[config.mk]
export PLATFORM = sky130hd
export DESIGN_NAME = ht_sequencer
export DESIGN_NICKNAME = d
export VERILOG_FILES = /design/src/rtl/ht_pkg.sv /design/src/rtl/ht_seq_counter.sv /design/src/rtl/ht_sequencer.sv
export SDC_FILE = /design/constraint.sdc
export NUM_CORES = 1
export LEC_CHECK = 0
export ABC_AREA = 1
export CAP_MARGIN = 25
export CORE_ASPECT_RATIO = 0.8
export CORE_UTILIZATION = 48
export DETAILED_ROUTE_END_ITERATION = 16
export GPL_ROUTABILITY_DRIVEN = 0
export PLACE_DENSITY = 0.89
export SLEW_MARGIN = 20
export SYNTH_ARGS = -nofsm -noshare
export SYNTH_HDL_FRONTEND = slang
export SYNTH_SLANG_ARGS = --single-unit
[constraint.sdc]
create_clock -name clock -period 1.9 [get_ports clock]
set_input_delay 0.19 -clock clock [delete_from_list [all_inputs] [get_ports clock]]
set_output_delay 0.19 -clock clock [all_outputs]
set_load 0.02 [all_outputs]
[src/rtl/ht_pkg.sv]
// Shared definitions for the Hilbert-transform FIR sequencer: state codes and default sizing.
package ht_pkg;

    localparam int HT_LENGTH     = 27;
    localparam int HT_DATA_WIDTH = 18;

    typedef enum logic [2:0] {
        ST_IDLE       = 3'd0,
        ST_LOAD_COEFF = 3'd1,
        ST_FILL       = 3'd2,
        ST_RUN        = 3'd3,
        ST_FLUSH      = 3'd4,
        ST_DONE       = 3'd5
    } ht_state_e;

endpackage

[src/rtl/ht_seq_counter.sv]
// Saturating up-counter with synchronous clear (clear wins over enable); holds at LIMIT.
module ht_seq_counter #(
    parameter int WIDTH = 5,
    parameter int LIMIT = 31
) (
    input  logic             clock,
    input  logic             resetn,
    input  logic             clr,
    input  logic             en,
    output logic [WIDTH-1:0] cnt
);
    localparam logic [WIDTH-1:0] MAX = WIDTH'(LIMIT);

    logic [WIDTH-1:0] cnt_q, cnt_d;

    always_comb begin
        cnt_d = cnt_q;
        if (clr)
            cnt_d = '0;
        else if (en && cnt_q != MAX)
            cnt_d = cnt_q + WIDTH'(1);
    end

    always_ff @(posedge clock or negedge resetn) begin
        if (!resetn)
            cnt_q <= '0;
        else
            cnt_q <= cnt_d;
    end

    assign cnt = cnt_q;

endmodule

[src/rtl/ht_sequencer.sv]
// Control sequencer for the Hilbert FIR: coefficient load, fill, run, optional flush, done.
// Define HT_SEQ_FLUSH_EN to push LENGTH zero samples through the FIR after a stop request.
module ht_sequencer
    import ht_pkg::*;
#(
    parameter int LENGTH     = HT_LENGTH,
    parameter int DATA_WIDTH = HT_DATA_WIDTH
) (
    input  logic                         clock,
    input  logic                         resetn,
    input  logic                         enable,
    input  logic                         stopDataInFlag,
    input  logic                         inValid,
    input  logic signed [DATA_WIDTH-1:0] dataIn,
    input  logic                         coeffSetFlag,
    output logic                         loadCoeff,
    output logic                         coeffStartFlag,
    output logic                         loadDataFlag,
    output logic                         stopDataLoadFlag,
    output logic signed [DATA_WIDTH-1:0] dataFIRIn,
    output logic                         outValid,
    output logic                         coeffError,
    output logic                         busy
);
    localparam int CW = $clog2(LENGTH + 5);
    localparam logic [CW-1:0] COEFF_LAST  = CW'(LENGTH + 3);
    localparam logic [CW-1:0] SAMPLE_LAST = CW'(LENGTH - 1);

    ht_state_e state_q, state_d;
    logic load_coeff_q, load_coeff_d;
    logic start_q, start_d;
    logic load_data_q, load_data_d;
    logic stop_load_q, stop_load_d;
    logic out_valid_q, out_valid_d;
    logic error_q, error_d;
    logic busy_q, busy_d;
    logic signed [DATA_WIDTH-1:0] data_q, data_d;

    logic [CW-1:0] coeff_cnt, sample_cnt;
    logic sample_take, fill_last, go_done;

    assign sample_take = (state_q == ST_FILL) && enable && !stopDataInFlag && inValid;
    assign fill_last   = sample_take && (sample_cnt == SAMPLE_LAST);

    // Counters clear whenever their state is not active, so each entry starts at zero.
    ht_seq_counter #(.WIDTH(CW), .LIMIT(LENGTH + 4)) u_coeff_cnt (
        .clock  (clock),
        .resetn (resetn),
        .clr    (state_q != ST_LOAD_COEFF),
        .en     (state_q == ST_LOAD_COEFF),
        .cnt    (coeff_cnt)
    );

    ht_seq_counter #(.WIDTH(CW), .LIMIT(LENGTH)) u_sample_cnt (
        .clock  (clock),
        .resetn (resetn),
        .clr    (state_q != ST_FILL),
        .en     (sample_take),
        .cnt    (sample_cnt)
    );

`ifdef HT_SEQ_FLUSH_EN
    localparam logic [CW-1:0] FLUSH_LAST = CW'(LENGTH - 1);
    logic [CW-1:0] flush_cnt;

    ht_seq_counter #(.WIDTH(CW), .LIMIT(LENGTH)) u_flush_cnt (
        .clock  (clock),
        .resetn (resetn),
        .clr    (state_q != ST_FLUSH),
        .en     (state_q == ST_FLUSH),
        .cnt    (flush_cnt)
    );
`endif

    always_comb begin
        state_d      = state_q;
        load_coeff_d = load_coeff_q;
        start_d      = 1'b0;
        load_data_d  = load_data_q;
        stop_load_d  = 1'b0;
        out_valid_d  = out_valid_q;
        data_d       = data_q;
        error_d      = error_q;
        go_done      = 1'b0;
        case (state_q)
            ST_IDLE: begin
                if (enable) begin
                    state_d      = ST_LOAD_COEFF;
                    load_coeff_d = 1'b1;
                    start_d      = 1'b1;
                    error_d      = 1'b0;
                end
            end
            ST_LOAD_COEFF: begin
                if (!enable) begin
                    go_done = 1'b1;
                end else if (coeffSetFlag) begin
                    state_d      = ST_FILL;
                    load_coeff_d = 1'b0;
                    load_data_d  = 1'b1;
                    out_valid_d  = 1'b0;
                end else if (coeff_cnt == COEFF_LAST) begin
                    state_d      = ST_IDLE;
                    load_coeff_d = 1'b0;
                    error_d      = 1'b1;
                end
            end
            ST_FILL, ST_RUN: begin
                if (!enable) begin
                    go_done = 1'b1;
                end else if (stopDataInFlag) begin
`ifdef HT_SEQ_FLUSH_EN
                    state_d     = ST_FLUSH;
                    data_d      = '0;
                    out_valid_d = 1'b1;
`else
                    go_done = 1'b1;
`endif
                end else begin
                    if (inValid)
                        data_d = dataIn;
                    if (state_q == ST_RUN) begin
                        out_valid_d = inValid;
                    end else begin
                        // The sample that completes the fill is the first one qualified.
                        out_valid_d = fill_last;
                        if (fill_last)
                            state_d = ST_RUN;
                    end
                end
            end
`ifdef HT_SEQ_FLUSH_EN
            ST_FLUSH: begin
                if (!enable || flush_cnt == FLUSH_LAST)
                    go_done = 1'b1;
            end
`endif
            ST_DONE: begin
                state_d = ST_IDLE;
            end
            default: begin
                state_d      = ST_IDLE;
                load_coeff_d = 1'b0;
                load_data_d  = 1'b0;
                out_valid_d  = 1'b0;
                data_d       = '0;
                error_d      = 1'b0;
            end
        endcase
        if (go_done) begin
            state_d      = ST_DONE;
            load_coeff_d = 1'b0;
            load_data_d  = 1'b0;
            out_valid_d  = 1'b0;
            data_d       = '0;
            stop_load_d  = 1'b1;
        end
        busy_d = (state_d != ST_IDLE);
    end

    always_ff @(posedge clock or negedge resetn) begin
        if (!resetn) begin
            state_q      <= ST_IDLE;
            load_coeff_q <= 1'b0;
            start_q      <= 1'b0;
            load_data_q  <= 1'b0;
            stop_load_q  <= 1'b0;
            out_valid_q  <= 1'b0;
            error_q      <= 1'b0;
            busy_q       <= 1'b0;
            data_q       <= '0;
        end else begin
            state_q      <= state_d;
            load_coeff_q <= load_coeff_d;
            start_q      <= start_d;
            load_data_q  <= load_data_d;
            stop_load_q  <= stop_load_d;
            out_valid_q  <= out_valid_d;
            error_q      <= error_d;
            busy_q       <= busy_d;
            data_q       <= data_d;
        end
    end

    assign loadCoeff        = load_coeff_q;
    assign coeffStartFlag   = start_q;
    assign loadDataFlag     = load_data_q;
    assign stopDataLoadFlag = stop_load_q;
    assign outValid         = out_valid_q;
    assign coeffError       = error_q;
    assign busy             = busy_q;
    assign dataFIRIn        = data_q;

endmodule

== Word-level counts from Yosys, hierarchy flattened ==
Cells that the tools add are included.

* Register bits after elaboration: 38
* Input port bits: 24
* Output and inout bits: 25
* Logic and storage cells: 108

* Add/subtract/negate cells: 2
* Equal/unequal tests: 25
* Muxes and demuxes: 48
* Bitwise operators: 1
* Reduce and logical (&&, ||, !) cells: 21

{| class="wikitable"
|+ Operators with widths
! kind !! count
|-
| $mux W18 || 4
|-
| $pmux W18 S2 || 1
|-
| $mux W3 || 9
|-
| $mux W1 || 24
|-
| $mux W5 || 4
|-
| $ne A3 B3 Y1 const B || 6
|-
| $add A5 B1 Y5 const B || 2
|-
| $eq A5 B5 Y1 const B || 2
|-
| $ne A5 B5 Y1 const B || 2
|-
| $reduce_and A5 Y1 || 2
|-
| $pmux W1 S3 || 3
|-
| $pmux W3 S3 || 1
|-
| $ne A2 B1 Y1 const B || 4
|-
| $ne A2 B2 Y1 const B || 4
|-
| $reduce_and A4 Y1 || 2
|-
| $eq A3 B2 Y1 const B || 2
|-
| $logic_and A1 B1 Y1 || 6
|-
| $reduce_or A3 Y1 || 2
|-
| $ne A4 B4 Y1 const B || 1
|-
| $pmux W1 S2 || 2
|-
| $reduce_bool A2 Y1 || 2
|-
| $reduce_or A2 Y1 || 2
|-
| $reduce_or A4 Y1 || 1
|-
| $eq A3 B1 Y1 const B || 1
|-
| 8 further kinds || 8
|}

== Depth between registers and ports, before layout ==
Gate-level depths: netlist of run 1.

* Depth in word-level cells: 12
* Mapped depth: 9
* Depth with buffers taken out: 9

== Hierarchy ==
From an unflattened synthesis of run 1, not the netlist that was laid out.

* Cells, all modules: 232
* Area total of the unflattened synthesis: 2001.9 µm²

{| class="wikitable"
|+ By module, submodules not included
! module !! instances !! cells each !! area an instance (µm²) !! seq. area each (µm²)
|-
| ht_sequencer || 1 || 159 || 1431.4 || 700.7
|-
| ht_seq_counter at u_sample_cnt || 1 || 38 || 304.0 || 125.1
|-
| ht_seq_counter at u_coeff_cnt || 1 || 35 || 266.5 || 125.1
|}

== Worst setup path before layout of run 1 ==
No wires, ideal clock.

* Path type: reg2reg
* Start point: register u_coeff_cnt.cnt_q[1], in the netlist u_coeff_cnt.cnt[1]
* End point: register u_coeff_cnt.cnt_q[3], in the netlist u_coeff_cnt.cnt[3]
* Library setup time: 119 ps
* Arrival: 1214 ps
* Slack: 567 ps
* Cell stages (with the launch flop): 9
* Buffers on the path: 0
* Clock period less this slack: 1333 ps
* Cell sequence: dfrtp_1 > ha_1 > inv_1 > nor2_1 > ha_1 > nor2_1 > nand3_1 > nand2_1 > nor2_1

* Longest elaborated chain between the ends: 3
* Elaborated cells on any way between the ends: 6

{| class="wikitable"
|+ Ends and longest elaborated chain
! what !! line !! text
|-
| start: declaration || ht_seq_counter.sv:14 || <nowiki>logic [WIDTH-1:0] cnt_q, cnt_d;</nowiki>
|-
| start signal: assignment || ht_seq_counter.sv:28 || <nowiki>cnt_q <= cnt_d;</nowiki>
|-
| $add A5 B1 Y5 / $ne A5 B5 Y1 (equally long branches) || ht_seq_counter.sv:21, ht_seq_counter.sv:20 ||
|-
| $mux W5 / $logic_and A1 B1 Y1 (equally long branches) || ht_seq_counter.sv:20 || <nowiki>else if (en && cnt_q != MAX)</nowiki>
|-
| $mux W5 / $reduce_bool A2 Y1 (equally long branches) || - ||
|}

Parallel ways exist; a longest one is shown, timed or not. The select of a mux whose other input is x is not followed.
A chain may end at the register's enable or synchronous reset.

== Worst setup path in the final report of run 1 ==
* Start point: register u_coeff_cnt.cnt_q[1], in the netlist u_coeff_cnt.cnt[1]
* End point: register u_coeff_cnt.cnt_q[2], in the netlist u_coeff_cnt.cnt[2]

Same word-level chain as after synthesis.

==> impl_metrics.py, run 1 <==
metrics = {
    "floorplan": {
        "initial_core_util_pct": 50.5,
        "rows": 20,
        "die-height_um": 58.6,
        "die_x_um": 72.7,
        "coreArea_sq_mm": 0.00380,
        "num_io_pins": 49,
        "die-area_sq_mm": 0.00426,
    },
    "timing": {
        "tightestPinTransition_ns": 0.462,
        "setup_violations": 0,
        "fmax_mhz": 649,
        "period_minus_slack_ns": 1.54,
        "tns_ns": 0,
        "rsz0062_at_grt": "false",
        "hold_viol": 0,
        "period_share_pct": 81.1,
        "slew_viol_final": 0,
        "slew_headroom_pct": 69.0,
        "skew_ns": 0.00540,
    },
    "placed_design": {
        "dpl.hpwl_um": 2990,
        "port_buffers": 48,
    },
    "run": {
        "maxCapViolations": 0,
    },
    "critical_path": {
        "required_ns": 2.11,
        "reg2reg_depth": 7,
        "cp-startpoint": "u_coeff_cnt.cnt[1]",
        "critPathKind": "flop to flop",
        "crit-reg2reg-capture": "u_coeff_cnt.cnt[2]",
        "r2r_start": "u_coeff_cnt.cnt[1]",
        "start_kind": "flop",
        "rrSetupSlack_ns": 0.36,
        "crit_fanout": 5,
        "end_kind": "flop",
        "cp.arrival_ns": 1.75,
        "worstSetupEndpoint": "u_coeff_cnt.cnt[2]",
    },
    "drt": {
        "first_pass_iters": 4,
        "wl_um": 3970,
        "wire_per_inst_um": 11.9,
        "antenna_left": 0,
        "drc": 0,
        "viasPerCell": 4.93,
        "vias": 1642,
        "drtIter0Drc": 122,
    },
    "global_routing": {
        "grt_pass1_wl_um": 6780,
        "grt_usage_pct": 21.1,
        "grt-busiest-layer": "met2",
        "grt_pass1_vias": 1534,
        "grtUsageMet1_pct": 27.5,
        "met3_usage_pct": 5.14,
        "antenna_found_initial": 0,
        "grt_util_met2_pct": 33.6,
        "grt_max_degree": 39,
        "grt.overflow.total": 0,
    },
    "yosys": {
        "syn_inst": 222,
        "synthArstFlopShare_pct": 100,
        "synth_flop_cell": "dfrtp_1",
        "syn_area_sq_mm": 0.00192,
        "yosysMostFrequentCell": "nand2_1",
        "netlist.area_leader.share_pct": 49.5,
        "synth_edf_count": 0,
        "ys_seq_elements": 38,
        "synth_top_cell_by_area": "dfrtp_1",
        "yosysWarnings": 0,
        "synthDistinctLibCells": 24,
        "syn_area_per_cell_sq_um": 8.65,
        "syn-num-nets": 251,
        "ys_seq_area_share_pct": 49.5,
        "synthTopCellsByCount": "nand2_1, dfrtp_1, inv_1, nand3_1, o21ai_2",
        "synthTopCellsByArea": "dfrtp_1, nand2_1, o21ai_2",
    },
    "pwr": {
        "p_leak_nw": 1.20,
        "swShare_pct": 40.6,
        "powerDensity_mw_per_mm2": 1120,
        "finalPower_w": 0.00287,
        "power.internal_w": 0.00170,
        "pwr-share-seq_pct": 36.3,
        "pwr-share-comb_pct": 44.1,
        "p_switching_w": 0.00116,
        "p_clk_share_pct": 19.7,
        "peakVddDrop_mv": 0.529,
    },
    "clock_network": {
        "clk_root_buffer_cell": "clkbuf_8",
        "cts.clk_slew.worst_paths_ns": 0.07,
        "cts_sinks": 38,
        "numCtsBuffers": 5,
        "cts_tree": "built",
        "cts_max_level": 2,
        "clk-insertion-delay-late_ns": 0.29,
        "cts_resized": 0,
        "cts_buffer_depth": 2,
    },
    "outcome": {
        "status": "finished clean",
    },
    "worst_hold_path": {
        "min_path_type": "input pin to flop",
    },
    "layout": {
        "drive_gt1_share_pct": 14.4,
        "area_growth_pct": 33.2,
        "final_nets": 306,
        "diodes": 0,
    },
}
power groups by stage:
stage	Sequential, W	Clock [W]	Combinational, W
after floorplan	0.00114	0	0.000777
after global placement	0.00105	0	0.00121
after detailed placement	0.00106	0	0.00126
after CTS	0.00104	0.000579	0.00126
after global routing	0.00105	0.000616	0.00139
final	0.00104	0.000564	0.00126
per-stage QoR:
step	hold slack (ns)	util, %	cell area [sq um]	instances	setup slack, ns
2_1_floorplan	-0.106	-	1920	222	0.567
3_3_place_gp	0.265	64.6	2460	324	0.216
6_report	0.454	67.2	2560	333	0.359
3_5_place_dp	0.267	64.6	2460	324	0.141
4_1_cts	0.452	67.2	2560	333	0.363
5_1_grt	0.465	67.2	2560	333	0.215
worst min-delay path by stage:
stage / startpoint / slack (ns) / depth (start not counted) / endpoint
2_1_floorplan: resetn / -0.11 / 0 / busy
3_3_place_gp: resetn / 0.27 / 2 / u_sample_cnt.cnt[2]
3_5_place_dp: resetn / 0.27 / 2 / u_sample_cnt.cnt[2]
4_1_cts: dataIn[5] / 0.45 / 3 / dataFIRIn[5]
5_1_grt: dataIn[17] / 0.46 / 3 / dataFIRIn[17]
6_report: dataIn[5] / 0.45 / 3 / dataFIRIn[5]
cell families after synthesis:
group | after synthesis | synth area share [%]
flops | 38 | 49.5
fa+ha+maj | 5 | 3.26
buf+inv | 30 | 7.50
compound gates | 30 | 11.3
simple gates | 116 | 27.0
xor+xnor | 3 | 1.37
repair_timing:
item	4_1_cts	5_1_grt
buffers inserted	0	0
hold endpoints to repair	38	0
hold buffers	1	0
area by class of cell:
class | count | area [sq um]
clock buffer | 7 | 86.3
clock inverter | 1 | 5.00
fill | 315 | 1250
inverter | 25 | 93.8
multi-input combinational | 154 | 825
sequential | 38 | 951
tap | 55 | 68.8
timing repair buffer | 53 | 528
cell usage in the layout, fill, tap and decap left out, drive strengths merged:
cell and n:
nand2 69, clkdlybuf4s50 47, dfrtp 38, inv 25
o21ai 24, nand3 20, nor2 19, clkbuf 7
a21oi 6, ha 5, buf 5, nand4 3
xor2 3, nor3 3, nand3b 1, and3 1
clkinv 1, dlygate4sd3 1
metal layers:
metal / wire, um / share of wire [%] / vias up
met5: 0 / 0 / -
met4: 84 / 2.1 / 0
met2: 1890 / 48 / 59
met1: 1750 / 44 / 754
met3: 253 / 6.4 / 9
li1: - / - / 820
critical path, cell delays in order (launching register included):
cell     delay (ns)
dfrtp_1        0.40
ha_1           0.20
inv_1          0.05
nor2_1         0.13
ha_1           0.26
inv_1          0.11
and3_1         0.15
nor3_1         0.16
sequential cells by signal, indices dropped and copies added (netlist names):
signal / cells
busy: 1
coeffError: 1
coeffStartFlag: 1
dataFIRIn: 18
loadCoeff: 1
loadDataFlag: 1
outValid: 1
state_q: 3
stopDataLoadFlag: 1
u_coeff_cnt.cnt: 5
u_sample_cnt.cnt: 5
Note: power is estimated with default switching activity, not from simulation.
==> run 2, diff against run 1 <==
Clock period 1.9 ns to 1.6 ns, I/O delays scaled along.
==> impl_metrics.py, run 2 (synthesis results as in run 1) <==
metrics = {
    "global_routing": {
        "grt_pass1_vias": 1441,
        "grt.overflow.total": 0,
        "grt_pass1_wl_um": 6570,
        "antenna_found_initial": 0,
        "grt_usage_pct": 20.3,
        "grt_max_degree": 28,
    },
    "clock_network": {
        "cts_max_level": 2,
        "cts_setup_buffers": 0,
        "numCtsBuffers": 5,
        "cts_tree": "built",
        "clk_root_buffer_cell": "clkbuf_8",
        "cts_sinks": 38,
        "clk-insertion-delay-late_ns": 0.28,
        "cts.clk_slew.worst_paths_ns": 0.08,
        "cts_buffer_depth": 2,
    },
    "placed_design": {
        "post-place-cells": 326,
        "port_buffers": 48,
        "dp_slack_ns": 0.0378,
        "dpl.hpwl_um": 2900,
        "place_area_sq_mm": 0.00248,
    },
    "run": {
        "maxCapViolations": 0,
    },
    "layout": {
        "diodes": 0,
        "layout_common_cells": "nand2_1, clkdlybuf4s50_1, dfrtp_1, inv_1, nand3_1",
        "fin_cells": 335,
        "utilization_pct": 68.9,
        "drive_gt1_share_pct": 17.1,
        "ff_latch_area_sq_um": 952,
        "multi_input_area_sq_um": 841,
        "fin_area_sq_mm": 0.00262,
        "largest_reg_flops": 18,
        "area_growth_pct": 36.6,
        "final_common_cell": "nand2_1",
        "fill_cells": 306,
        "final_nets": 308,
    },
    "drt": {
        "vias": 1648,
        "first_pass_iters": 5,
        "drc": 0,
        "antenna_left": 0,
        "viasPerCell": 4.92,
        "wire_per_inst_um": 11.7,
        "drtIter0Drc": 147,
        "wl_um": 3930,
    },
    "timing": {
        "setup_violations": 0,
        "worst_slack_ns": 0.117,
        "whs_ns": 0.391,
        "period_share_pct": 92.7,
        "skew_ns": 0.00787,
        "slew_viol_final": 0,
        "hold_viol": 0,
        "fmax_mhz": 674,
        "slew_headroom_pct": 62.2,
        "period_minus_slack_ns": 1.48,
        "tightestPinTransition_ns": 0.567,
    },
    "critical_path": {
        "crit-reg2reg-capture": "u_coeff_cnt.cnt[2]",
        "required_ns": 1.80,
        "r2r_start": "u_coeff_cnt.cnt[1]",
        "rrSetupSlack_ns": 0.12,
        "start_kind": "flop",
        "end_kind": "flop",
        "reg2reg_depth": 7,
        "cp.arrival_ns": 1.68,
        "critPathKind": "flop to flop",
        "crit_fanout": 5,
    },
    "floorplan": {
        "initial_core_util_pct": 50.5,
        "num_io_pins": 49,
        "die-height_um": 58.6,
        "die-area_sq_mm": 0.00426,
        "die_x_um": 72.7,
        "rows": 20,
        "coreArea_sq_mm": 0.00380,
    },
    "pwr": {
        "pwr-share-seq_pct": 35.5,
        "p_clk_share_pct": 21.7,
        "p_switching_w": 0.00138,
        "pwr-share-comb_pct": 42.8,
        "swShare_pct": 39.2,
        "peakVddDrop_mv": 0.795,
        "power.internal_w": 0.00213,
        "p_leak_nw": 1.22,
        "powerDensity_mw_per_mm2": 1340,
    },
    "worst_hold_path": {
        "min_path_type": "input pin to asynchronous set/reset pin",
    },
    "outcome": {
        "status": "finished clean",
    },
}
## run 2: changes by cell type in the layout (fill, tap and decap cells not counted), sizes merged
cell | before | now
clkinv | 1 | 0
clkbuf | 7 | 8
buf | 5 | 7
## run 2: layout make-up
type | instances | share of cell area, %
Clock buffer | 8 | 4.20
Sequential cell | 38 | 36.3
Multi-Input combinational cell | 154 | 32.1
Timing Repair Buffer | 55 | 21.2
Tap cell | 55 | 2.63
Inverter | 25 | 3.58
## run 2: worst max path at each step
stage	startpoint	end	slack [ns]	cells past startpoint
2_1_floorplan	u_coeff_cnt.cnt[1]	u_coeff_cnt.cnt[3]	0.27	8
3_3_place_gp	enable	dataFIRIn[5]	0.08	8
3_5_place_dp	enable	dataFIRIn[7]	0.04	8
4_1_cts	u_coeff_cnt.cnt[1]	u_coeff_cnt.cnt[3]	0.09	8
5_1_grt	u_coeff_cnt.cnt[1]	u_coeff_cnt.cnt[2]	-0.02	7
6_report	u_coeff_cnt.cnt[1]	u_coeff_cnt.cnt[2]	0.12	7
## run 2: through the flow
step	TNS, ns	power (W)
floorplan	0	0.00228
detailed placement	0	0.00273
finish	0	0.00351
CTS	0	0.00351
global route	-0.0243	0.00376
global placement	0	0.00268
## run 2: what timing repair did
action,4_1_cts,5_1_grt
hold buffers,1,0
resized for setup,0,6
endpoints found under the hold margin,24,0
setup endpoints to repair,0,5
## run 2: metal layers
| metal | track usage (%) | share of wire [%] | vias up |
|---|---|---|---|
| met3 | 4.45 | 4.6 | 6 |
| met2 | 33.2 | 48 | 49 |
| met1 | 27.2 | 46 | 773 |
| met5 | 0 | 0 | - |
| li1 | - | - | 820 |
| met4 | 6.72 | 1.3 | 0 |
## run 2: critical path, cell delays in order, from the launching register on
cell and delay [ns]:
dfrtp_1 0.39, ha_2 0.20, inv_1 0.04, nor2_1 0.10
ha_2 0.23, inv_1 0.09, and3_1 0.15, nor3_1 0.19
## run 2: power groups by stage
| stage | clock network, W | logic, W | registers [W] |
|---|---|---|---|
| global placement | 0 | 0.00143 | 0.00125 |
| global route | 0.000820 | 0.00167 | 0.00126 |
| CTS | 0.000775 | 0.00150 | 0.00123 |
| finish | 0.000762 | 0.00150 | 0.00125 |
| detailed placement | 0 | 0.00148 | 0.00125 |
| floorplan | 0 | 0.000922 | 0.00136 |
==> run 3, diff against run 2 <==
Settings changed: CORE_MARGIN from default to 2, PLACE_DENSITY 0.89 to 0.86, SLEW_MARGIN 20 to 40.
==> impl_metrics.py, run 3 (synthesis results as in run 1) <==
metrics = {
    "outcome": {
        "status": "finished clean",
    },
    "critical_path": {
        "cp.arrival_ns": 1.70,
        "cp-startpoint": "u_coeff_cnt.cnt[0]",
        "critPathKind": "flop to flop",
        "end_kind": "flop",
        "required_ns": 1.81,
        "crit_buf_inv": 2,
        "crit_fanout": 5,
        "r2r_start": "u_coeff_cnt.cnt[0]",
        "start_kind": "flop",
        "max_stage_delay_ns": 0.40,
        "cp_top_family": "adder cells",
        "slowest_stage": "dfrtp_1",
        "worstPathCellList": "ha_2, inv_1, nor2_1, ha_2, inv_1, and3_1, nor3_1",
    },
    "clock_network": {
        "cts_tree": "built",
        "cts_max_level": 2,
        "numCtsBuffers": 5,
        "cts_sinks": 38,
        "clk_root_buffer_cell": "clkbuf_8",
        "cts_buffer_depth": 2,
        "cts.clk_slew.worst_paths_ns": 0.07,
        "clk-insertion-delay-late_ns": 0.29,
    },
    "drt": {
        "drc": 0,
        "wl_um": 4030,
        "wire_per_inst_um": 11.9,
        "antenna_left": 0,
        "first_pass_iters": 4,
        "vias": 1641,
        "drtIter0Drc": 114,
        "viasPerCell": 4.86,
    },
    "timing": {
        "skew_ns": 0.00435,
        "slew_headroom_pct": 68.0,
        "fmax_mhz": 671,
        "period_share_pct": 93.1,
        "period_minus_slack_ns": 1.49,
        "tns_ns": 0,
        "hold_viol": 0,
        "whs_ns": 0.426,
        "setup_violations": 0,
        "tightestPinTransition_ns": 0.480,
        "slew_viol_final": 0,
    },
    "floorplan": {
        "die-height_um": 60.6,
        "rows": 20,
        "die_x_um": 74.7,
        "coreArea_sq_mm": 0.00383,
        "die-area_sq_mm": 0.00452,
        "initial_core_util_pct": 50.1,
        "num_io_pins": 49,
    },
    "layout": {
        "fin_area_sq_mm": 0.00263,
        "largest_reg_flops": 18,
        "multi_input_area_sq_um": 830,
        "layout_common_cells": "nand2_1, clkdlybuf4s50_1, dfrtp_1, inv_1, nand3_1",
        "final_common_cell": "nand2_1",
        "utilization_pct": 68.6,
        "final_nets": 311,
        "drive_gt1_share_pct": 16.6,
        "area_growth_pct": 36.8,
        "diodes": 0,
        "ff_latch_area_sq_um": 951,
        "fill_cells": 316,
    },
    "run": {
        "maxCapViolations": 0,
    },
    "global_routing": {
        "grt_max_degree": 39,
        "antenna_found_initial": 0,
        "grt_usage_pct": 19.9,
        "grt_pass1_wl_um": 6640,
        "grt.overflow.total": 0,
        "grt_pass1_vias": 1541,
    },
    "placed_design": {
        "place_area_sq_mm": 0.00250,
        "port_buffers": 48,
        "dpl.hpwl_um": 3030,
    },
    "worst_hold_path": {
        "min_path_type": "input pin to flop",
        "worstHoldStart": "dataIn[7]",
    },
    "pwr": {
        "p_leak_nw": 1.23,
        "peakVddDrop_mv": 0.640,
        "powerDensity_mw_per_mm2": 1360,
    },
}
## run 3: through the flow
step / total power, W / cells / setup slack (ns)
after CTS: 0.00358 / 336 / 0.0573
after floorplan: 0.00228 / 222 / 0.267
after global routing: 0.00382 / 338 / -0.00269
final: 0.00357 / 338 / 0.111
after global placement: 0.00286 / 327 / 0.0885
after detailed placement: 0.00290 / 327 / 0.0138
## run 3: what timing repair did
| action | 4_1_cts | 5_1_grt |
|---|---|---|
| endpoints found under the hold margin | 38 | 0 |
| setup endpoints to repair | 0 | 2 |
| hold buffers | 1 | 0 |
| setup buffers | 0 | 2 |
| resized for setup | 0 | 2 |
## run 3: power breakdown
part	switching (W)	leakage, nW	internal [W]
registers	0.000129	0.515	0.00112
logic	0.000941	0.666	0.000711
clock network	0.000327	0.0482	0.000347
## run 3: area by class of cell
| type | count | area share [%] |
|---|---|---|
| sequential | 38 | 36.2 |
| inverter | 25 | 3.57 |
| clock buffer | 7 | 3.29 |
| tap | 55 | 2.62 |
| clock inverter | 1 | 0.191 |
| timing repair buffer | 58 | 22.5 |
| multi-input combinational | 154 | 31.6 |
## run 3: final timing paths
check / to / slack [ns] / depth (start not counted)
worst max-delay path: u_coeff_cnt.cnt[2] / 0.11 / 7
worst min-delay path: dataFIRIn[7] / 0.43 / 3
worst max register to register: u_coeff_cnt.cnt[2] / 0.11 / 7
worst min register to register: dataFIRIn[14] / 0.48 / 2
max in group asynchronous: dataFIRIn[2] / 0.82 / 3
min in group asynchronous: u_sample_cnt.cnt[1] / 0.44 / 3
## run 3: worst register-to-register path: cells and delay by family, from the launching register on
| kind | cells | cell delay (ns) |
|---|---|---|
| fa+ha+maj | 2 | 0.45 |
| flops | 1 | 0.40 |
| buf+inv | 2 | 0.14 |
| simple gates | 3 | 0.43 |
## run 3: routing by layer
metal / vias to the layer above / part of all wire, % / GRT usage (%)
li1: 824 / - / -
met1: 756 / 44 / 24.5
met2: 54 / 47 / 33.0
met3: 7 / 6.5 / 4.98
met4: 0 / 2.2 / 9.95
met5: - / 0 / 0
